`config.mk`:
```
export PLATFORM = sky130hd
export DESIGN_NAME = pipe_stage_skid
export DESIGN_NICKNAME = d
export VERILOG_FILES = /design/src/rtl/pipe_stage_skid.sv
export SDC_FILE = /design/constraint.sdc
export NUM_CORES = 1
export LEC_CHECK = 0
export CAP_MARGIN = 30
export CORE_MARGIN = 10
export CORE_UTILIZATION = 25
export CTS_CLUSTER_SIZE = 20
export DETAILED_ROUTE_END_ITERATION = 8
export GPL_TIMING_DRIVEN = 0
export PLACE_DENSITY = 0.45
export SYNTH_ARGS = -nofsm -noshare
export SYNTH_HDL_FRONTEND = slang
export SYNTH_SLANG_ARGS = --single-unit
```
`constraint.sdc`:
```
create_clock -name Clk -period 1.79 [get_ports Clk]
set_input_delay 0.358 -clock Clk [delete_from_list [all_inputs] [get_ports Clk]]
set_output_delay 0.358 -clock Clk [all_outputs]
set_load 0.02 [all_outputs]
```
`src/rtl/pipe_stage_skid.sv`:
```
// pipe_stage_skid: elastic pipeline stage register with a 2-entry skid buffer.
// Carries NCH channels of WIDTH bits as one entry, valid/ready handshake on both
// sides. in_ready depends only on registered state, so downstream stalls never
// chain combinationally into upstream stages. flush kills both entries.
// Optional perf counters (stall_cnt, bubble_cnt) are enabled by defining
// PIPE_STAGE_PERF_EN.
module pipe_stage_skid #(
  parameter int WIDTH = 32,
  parameter int NCH   = 4
) (
  input  logic                 Clk,
  input  logic                 Rst,
  input  logic                 flush,
  input  logic                 in_valid,
  output logic                 in_ready,
  input  logic [NCH*WIDTH-1:0] in_data,
  output logic                 out_valid,
  input  logic                 out_ready,
  output logic [NCH*WIDTH-1:0] out_data
`ifdef PIPE_STAGE_PERF_EN
  ,
  output logic [31:0]          stall_cnt,
  output logic [31:0]          bubble_cnt
`endif
);

  localparam int BW = NCH * WIDTH;

  // EMPTY: no entry; BUSY: main entry only; FULL: main and skid entries.
  typedef enum logic [1:0] {
    EMPTY = 2'd0,
    BUSY  = 2'd1,
    FULL  = 2'd2
  } state_e;

  state_e          state_q, state_d;
  logic [BW-1:0]   main_data_q, main_data_d;
  logic [BW-1:0]   skid_data_q, skid_data_d;

  // Ready and valid are pure functions of the registered state.
  assign in_ready  = (state_q != FULL);
  assign out_valid = (state_q != EMPTY);
  // main_data_q is zeroed whenever the main entry empties, so a bubble reads as NOP.
  assign out_data  = main_data_q;

  // Next-state and entry movement for the handshake, with flush overriding it.
  always_comb begin
    // NOTE: every signal written here gets a default first, so no path leaves
    // it unassigned and no latch is inferred.
    state_d     = state_q;
    main_data_d = main_data_q;
    skid_data_d = skid_data_q;
    if (flush) begin
      state_d     = EMPTY;
      main_data_d = '0;
      skid_data_d = '0;
    end else begin
      unique case (state_q)
        EMPTY: begin
          if (in_valid) begin
            state_d     = BUSY;
            main_data_d = in_data;
          end
        end
        BUSY: begin
          if (in_valid && out_ready) begin
            main_data_d = in_data;
          end else if (in_valid) begin
            state_d     = FULL;
            skid_data_d = in_data;
          end else if (out_ready) begin
            state_d     = EMPTY;
            main_data_d = '0;
          end
        end
        FULL: begin
          // in_ready is low here, so in_valid is ignored.
          if (out_ready) begin
            state_d     = BUSY;
            main_data_d = skid_data_q;
            skid_data_d = '0;
          end
        end
        default: begin
          state_d     = EMPTY;
          main_data_d = '0;
          skid_data_d = '0;
        end
      endcase
    end
  end

  // State and entry registers; reset dominates flush and handshake.
  always_ff @(posedge Clk) begin
    // NOTE: sequential state uses non-blocking assignments so every flop
    // samples the pre-edge values regardless of statement order.
    if (Rst) begin
      state_q     <= EMPTY;
      // NOTE: the data entries are reset too, because out_data must read zero
      // (NOP) right after reset rather than whatever was left in the flops.
      main_data_q <= '0;
      skid_data_q <= '0;
    end else begin
      state_q     <= state_d;
      main_data_q <= main_data_d;
      skid_data_q <= skid_data_d;
    end
  end

`ifdef PIPE_STAGE_PERF_EN
  logic [31:0] stall_cnt_q, stall_cnt_d;
  logic [31:0] bubble_cnt_q, bubble_cnt_d;

  assign stall_cnt  = stall_cnt_q;
  assign bubble_cnt = bubble_cnt_q;

  // Saturating counts of stalled and empty cycles; flush does not touch them.
  always_comb begin
    stall_cnt_d  = stall_cnt_q;
    bubble_cnt_d = bubble_cnt_q;
    if (out_valid && !out_ready && (stall_cnt_q != 32'hFFFF_FFFF)) begin
      stall_cnt_d = stall_cnt_q + 32'd1;
    end
    if (!out_valid && (bubble_cnt_q != 32'hFFFF_FFFF)) begin
      bubble_cnt_d = bubble_cnt_q + 32'd1;
    end
  end

  // Counter registers, cleared only by reset.
  always_ff @(posedge Clk) begin
    if (Rst) begin
      stall_cnt_q  <= '0;
      bubble_cnt_q <= '0;
    end else begin
      stall_cnt_q  <= stall_cnt_d;
      bubble_cnt_q <= bubble_cnt_d;
    end
  end
`endif

endmodule

```
-- Yosys cells after proc, flatten, opt, wreduce, memory -nomap -nowiden
Index checks and enable logic that the tools add are counted.
- register bits: 258
- input port bits: 133
- output and inout port bits: 130
- logic and storage cells: 35
- eq/ne operators: 10
- muxes and demuxes: 14
- bitwise logic cells: 1
- reductions and logical operators: 7
- operator list (kind ; count):
    $mux 128 ; 6
    $pmux 128 s3 ; 2
    $reduce_and 4->1 ; 3
    $mux 2 ; 5
    $ne 2x2->1 const B ; 5
    $ne 3x3->1 const B ; 3
    $pmux 2 s3 ; 1
    $eq 2x1->1 const B ; 1
    $eq 2x2->1 const B ; 1
    $logic_not 2->1 ; 1
    $reduce_bool 2->1 ; 1
    $reduce_or 2->1 ; 1
    $logic_and 1x1->1 ; 1
    $not 1->1 ; 1

-- Longest topological paths before layout
Gate-level depths: netlist of run 1.
- depth in word-level cells: 4
- depth in mapped cells: 6
- mapped depth without buffers: 3

-- Least setup slack after synthesis of run 1
Ideal clock, no wire load.
- kind: flip-flop to flip-flop
- from: reg state_q[0]
- to: reg main_data_q[79] (netlist: out_data[79])
- library setup time: 122 ps
- arrival: 1418 ps
- required time: 1668 ps
- slack: 250 ps
- stages on the path, launching flop included: 6
- path buffers: 2
- clock period less this slack: 1540 ps
- path through: dfxtp_1 nand2b_1 buf_2 clkbuf_1 nor3_1 a221o_1
- cells in the longest elaborated chain, start to end: 3
- elaborated cells on any way between the ends: 9
- classes of those cells: 6 x eq/ne; 1 x mux; 2 x reduce/logical
- ends and longest elaborated chain (what ; RTL line ; source):
    start, declared ; 36 ; state_e state_q, state_d;
    start signal, assigned ; 104 ; state_q <= state_d;
    $eq 2x1->1, or another cell as far along ; 58 ; unique case (state_q)
    $ne 3x3->1 (no source line) or $ne 2x2->1 (tied branches) ; -- ;
    $reduce_and 4->1 (no source line) ; -- ;
    end signal, assigned ; 105 ; main_data_q <= main_data_d;
    end, declared ; 37 ; logic [BW-1:0] main_data_q, main_data_d;
Several ways; a longest one is shown, not always the timed one.
A chain may end at the register's enable or synchronous reset.

-- Final worst setup path of run 1
- from: reg state_q[0]
- to: out in_ready
- cells in the longest elaborated chain, start to end: 1
- ends and longest elaborated chain (what ; RTL line ; source):
    $ne 2x2->1 ; 41 ; assign in_ready = (state_q != FULL);
    end, declared ; 15 ; output logic in_ready,
No other way between the ends.

==> results.toml, run 1 <==
[drt]
avgViaCountPerCell = 4.980
dr_wl_met3_um = 2247
dr.pass1.iters = 5
top_layer = "met5"
drc = 0
drtIter0Drc = 858
vias = 11100
wl_per_cell_um = 20.53
wl_met1_um = 21270
drtAntennaViolNets = 0
routed_wl_um = 45740
wl_met2_um = 21370

[place]
place_congestion = 0.7702
io_buffers = 261
hpwlAfterDp_um = 32320
place_ws_ps = -816.5
dp_cells = 2169
placed_area_mm2 = 0.01462

[sta]
fin_setup_tns_ps = 0
setup_violations = 0
fin_hold_ws_ps = 172.6
fin_crit_sh = 0.9895
hold_violations = 0
rsz0062_at_grt = "true"
slew_viol_final = 0
fin_ws_ps = 18.79
min_period_ps = 1771
slew_headroom = 0.6282
fin_skew_ps = 18.48
worst_pin_slew_ps = 557.7
fmax_mhz = 564.6

[pwr]
leakagePower_nw = 5.519
power_frac_seq = 0.421
max-vdd-ir-drop_mv = 0.5274
power_frac_comb = 0.104
switchingPower_mw = 3.582
cellPowerDensity_mw_per_mm2 = 898.2
p_total_mw = 14.12
p_int_mw = 10.54
power.share.clock = 0.475
netSwitchingFraction = 0.2537

[logic_synthesis]
postSynthCellCount = 1315
synth.most_common_cell = "nand2_1"
async_flop_share = 0
synthTopCellsByCount = "385 x nand2_1, 258 x dfxtp_1, 128 x a31oi_1, 128 x nand3b_1, 128 x nor3_1"
netlist_area_mm2 = 0.01126
synth.area.top_cells = "dfxtp_1 46%, nand2_1 13%, a221o_1 9.7%"
yosys_warnings = 0
ys_seq_elements = 258
synth_cell_type_count = 26
synth_ff_type = "dfxtp_1"
syn_avg_cell_area_um2 = 8.560
yosys.area.top_type = "dfxtp_1"
synth_edf_count = 0
syn_nets = 1448
netlist.area_leader.share = 0.4588
ys_seq_area_frac = 0.4588

[flow_run]
cap_violations = 0

[floorplanning]
die_area_mm2 = 0.05392
coreArea_mm2 = 0.04441
initial_core_util = 0.2535
die_w_um = 232.2
pin_count = 263
die-height_um = 232.2
rows = 77

[cells_and_area]
fillers = 4635
fin_cells = 2228
drive_gt1_frac = 0.1131
fin_util = 0.3539
final_area_mm2 = 0.01572
final_nets = 1747
area_growth_pct = 39.64

[clock_tree]
cts_sinks = 258
cts_buffers = 34
clk-insertion-delay-late_ps = 530
cts_tree = "built"
htree_levels = 2
clk_pin_slew_ps = 60
clockBufferDepth = 3
cts_root_buf = "clkbuf_16"

[global_routing]
grt_pass1_vias = 11230
grt_pass1_wl_um = 70190
grt_use_total = 0.1647
grt_max_degree = 20
antenna_found_initial = 3
overflow = 0

[setup_path]
start_kind = "flip-flop"
crit_arrival_ps = 1410
worstSetupEndpointType = "output port"
cp.required_ps = 1430
critPathKind = "flip-flop to output port"
path_max_fanout = 8

[worst_hold_path]
holdCritPathClass = "input pin to flip-flop"

[outcome]
status = "complete, no violations"
==> worst max-delay path: stages, from the launching register on <==
cell and delay, ps:
dfxtp_4 370, nand2b_4 140, buf_8 130, buf_12 120, buf_8 120
==> power groups by stage <==
| stage | registers, mW | clock network (mW) | logic (mW) |
|---|---|---|---|
| final | 5.95 | 6.70 | 1.47 |
| after CTS | 5.95 | 6.94 | 1.48 |
| after global placement | 6.07 | 0 | 1.53 |
| after global routing | 5.96 | 7.15 | 1.58 |
| after floorplan | 6.18 | 0 | 0.557 |
| after detailed placement | 6.07 | 0 | 1.53 |
==> placed cells by master, fill, tap and decap left out, types with 2 or more instances in the layout <==
cell,instances
nand2_1,385
dfxtp_1,256
clkdlybuf4s50_1,131
nor3_1,128
nand3b_1,128
a31oi_1,128
dlygate4sd2_1,128
a221o_1,109
clkbuf_1,46
clkbuf_2,40
clkbuf_16,36
buf_2,33
a221o_2,19
buf_12,12
clkbuf_4,10
buf_6,8
buf_4,6
clkbuf_8,4
a21oi_1,2
buf_8,2
nor2b_1,2
bufinv_16,2
clkinv_2,2
dfxtp_4,2
==> sequential cells by signal, summed over array words and instances, names as in the netlist <==
name         flops
out_data       128
skid_data_q    128
state_q          2
==> final cells by class <==
cell class | count | area (µm²) | area share
Antenna cell | 1 | 2.502 | 0.0001592
Buffer | 140 | 934.6 | 0.05946
Clock buffer | 51 | 975.9 | 0.06209
Clock inverter | 6 | 86.33 | 0.005492
Multi-Input combinational cell | 914 | 5306 | 0.3376
Sequential cell | 258 | 5172 | 0.3291
Tap cell | 592 | 740.7 | 0.04712
Timing Repair Buffer | 266 | 2500 | 0.1590
==> final timing paths <==
kind / from / endpoint / slack, ps / depth (start not counted)
setup / recovery: state_q[0] / in_ready / 20 / 4
hold / removal: out_ready / state_q[1] / 170 / 3
setup reg to reg: state_q[1] / skid_data_q[117] / 100 / 5
hold reg to reg: out_data[4] / out_data[4] / 480 / 1
==> cells by family (layout without fill, tap and decap cells) <==
| family | after synthesis | after routing | synth area share |
|---|---|---|---|
| buf+inv | 143 | 463 | 0.07069 |
| simple gates | 652 | 652 | 0.2781 |
| flops | 258 | 258 | 0.4588 |
| other cells | 0 | 1 | 0 |
| compound gates | 260 | 260 | 0.1905 |
| mux | 2 | 2 | 0.001889 |
==> repair_timing <==
item / 4_1_cts / 5_1_grt
endpoints found under the hold margin: 0 / 0
gates resized for setup: 181 / 68
hold buffers: 0 / 0
endpoints found under the setup margin: 359 / 232
buffers inserted: 2 / 2
pin swaps: 1 / 0
==> layer usage <==
metal	GRT usage	vias up
li1	-	5408
met1	0.2205	5381
met2	0.2609	251
met3	0.03408	52
met4	0.04921	4
met5	0	-
Note: power is estimated with default switching activity, not from simulation.
==> inputs of run 2 (changes only) <==
--- a/config.mk
+++ b/config.mk
@@ -11,7 +11,7 @@
 export CTS_CLUSTER_SIZE = 20
 export DETAILED_ROUTE_END_ITERATION = 8
 export GPL_TIMING_DRIVEN = 0
-export PLACE_DENSITY = 0.45
+export PLACE_DENSITY = 0.53
 export SYNTH_ARGS = -nofsm -noshare
 export SYNTH_HDL_FRONTEND = slang
 export SYNTH_SLANG_ARGS = --single-unit
==> run 2 against run 1 <==
The run now ends with setup timing left. Fmax down 1.7%. Via count grew 0.26%. Critical path depth unchanged. Count of clock-buffer cells in the layout down 5. Die area unchanged. Cell area increased by 0.13%. Sequential power barely moved. Cell count is 0.22% higher. Register-to-register slack worse by 80 ps. Critical path type unchanged. Global-route usage is 0.92 points lower. First-iteration DRC count is 1.3% lower.
==> results.toml, run 2 (synthesis results as in run 1) <==
[drt]
routed_wl_um = 43800
drtIter0Drc = 847
avgViaCountPerCell = 4.982
drtAntennaViolNets = 0
dr.pass1.iters = 5
vias = 11130
wl_per_cell_um = 19.61
drc = 0

[floorplanning]
die_area_mm2 = 0.05392
pin_count = 263
die_w_um = 232.2
initial_core_util = 0.2535
rows = 77
die-height_um = 232.2
coreArea_mm2 = 0.04441

[pwr]
switchingPower_mw = 3.653
power.share.clock = 0.477
max-vdd-ir-drop_mv = 0.5198
leakagePower_nw = 5.518
power_frac_seq = 0.420
p_int_mw = 10.50
cellPowerDensity_mw_per_mm2 = 899.3
netSwitchingFraction = 0.2581
p_total_mw = 14.15
power_frac_comb = 0.103

[clock_tree]
cts_buffers = 34
clk_pin_slew_ps = 60
cts_root_buf = "clkbuf_16"
clk-insertion-delay-late_ps = 550
cts_tree = "built"
cts_sinks = 258
clockBufferDepth = 3
htree_levels = 2

[setup_path]
max_stage_delay_ps = 360
critPathKind = "flip-flop to output port"
crit_chain = "nand2b_4 > buf_6 > clkbuf_16 > buf_8"
cp_num_buf_inv = 3
path_max_fanout = 6
critPathTopFamily = "buffers and inverters"
start_kind = "flip-flop"
worstSetupEndpointType = "output port"
crit_arrival_ps = 1440
cp.required_ps = 1430
crit_slowest_cell = "dfxtp_4"

[global_routing]
grt_pass1_wl_um = 66540
grt_use_total = 0.1555
grt_pass1_vias = 11050
grt_max_degree = 20
overflow = 0
antenna_found_initial = 4

[flow_run]
cap_violations = 0

[sta]
slew_viol_final = 0
slew_headroom = 0.6068
worst_pin_slew_ps = 589.7
fin_skew_ps = 13.22
fmax_mhz = 554.7
setup_violations = 1
rsz0062_at_grt = "true"
fin_crit_sh = 1.007
hold_violations = 0
min_period_ps = 1803
fin_ws_ps = -12.76
fin_setup_tns_ps = -12.76

[outcome]
violations = "setup timing"
status = "complete, but fails checks"

[place]
io_buffers = 261
place_congestion = 0.7756
hpwlAfterDp_um = 31170
dp_cells = 2169

[cells_and_area]
final_cell_mix = "385 x nand2_1, 256 x dfxtp_1, 131 x clkdlybuf4s50_1"
drive_gt1_frac = 0.1141
area_growth_pct = 39.81
fin_cells = 2233
final_nets = 1750
layout_commonest_cell = "nand2_1"

[worst_hold_path]
holdCritPathClass = "input pin to flip-flop"
## run 2: final cells by class
class,instances,area (µm²)
Tap cell,592,740.7
Antenna cell,2,5.005
Sequential cell,258,5172
Clock buffer,46,987.2
Fill cell,4594,28680
Buffer,141,912.1
Timing Repair Buffer,268,2515
Clock inverter,12,100.1
Multi-Input combinational cell,914,5306
## run 2: path summary, 6_finish.rpt
path,slack (ps),start,cells past startpoint,end
worst max-delay path,-10,state_q[0],4,in_ready
worst min-delay path,150,out_ready,3,state_q[1]
worst min register to register,480,out_data[97],1,out_data[97]
worst max register to register,20,state_q[0],6,out_data[24]
## run 2: metal layers
layer / global-route usage / wire length, µm
met3: 0.04031 / 2822
met1: 0.1993 / 19590
met5: 0 / 23
met2: 0.2518 / 20520
met4: 0.04533 / 845
## run 2: power groups by stage
stage	clock network, mW	logic (mW)	registers [mW]
floorplan	0	0.557	6.18
global placement	0	1.51	6.07
detailed placement	0	1.51	6.07
CTS	6.92	1.46	5.94
global route	7.15	1.56	5.95
finish	6.76	1.45	5.94
## run 2: worst reg2reg max path, stage by stage, from the launching register on
cell and delay (ps):
dfxtp_4 370, buf_4 110, nor2b_1 230, nor3b_2 80, buf_4 230, buf_2 240
a221o_2 390
## run 2: metrics by stage
stage	cell area [µm²]	setup slack [ps]	hold WS (ps)	util
4_1_cts	15650	-142.8	122.4	0.3525
6_report	15740	-12.76	148.8	0.3544
2_1_floorplan	11260	249.8	469.3	-
3_3_place_gp	14610	-806.8	471.7	0.3290
5_1_grt	15740	-47.24	148.6	0.3543
3_5_place_dp	14620	-847.4	468.3	0.3292
## run 2: what timing repair did
| item | CTS | global route |
|---|---|---|
| setup endpoints to repair | 363 | 194 |
| gates resized for setup | 182 | 45 |
| pin swaps | 1 | 0 |
| hold buffers | 0 | 0 |
| setup buffers | 2 | 4 |
| hold endpoints to repair | 0 | 0 |
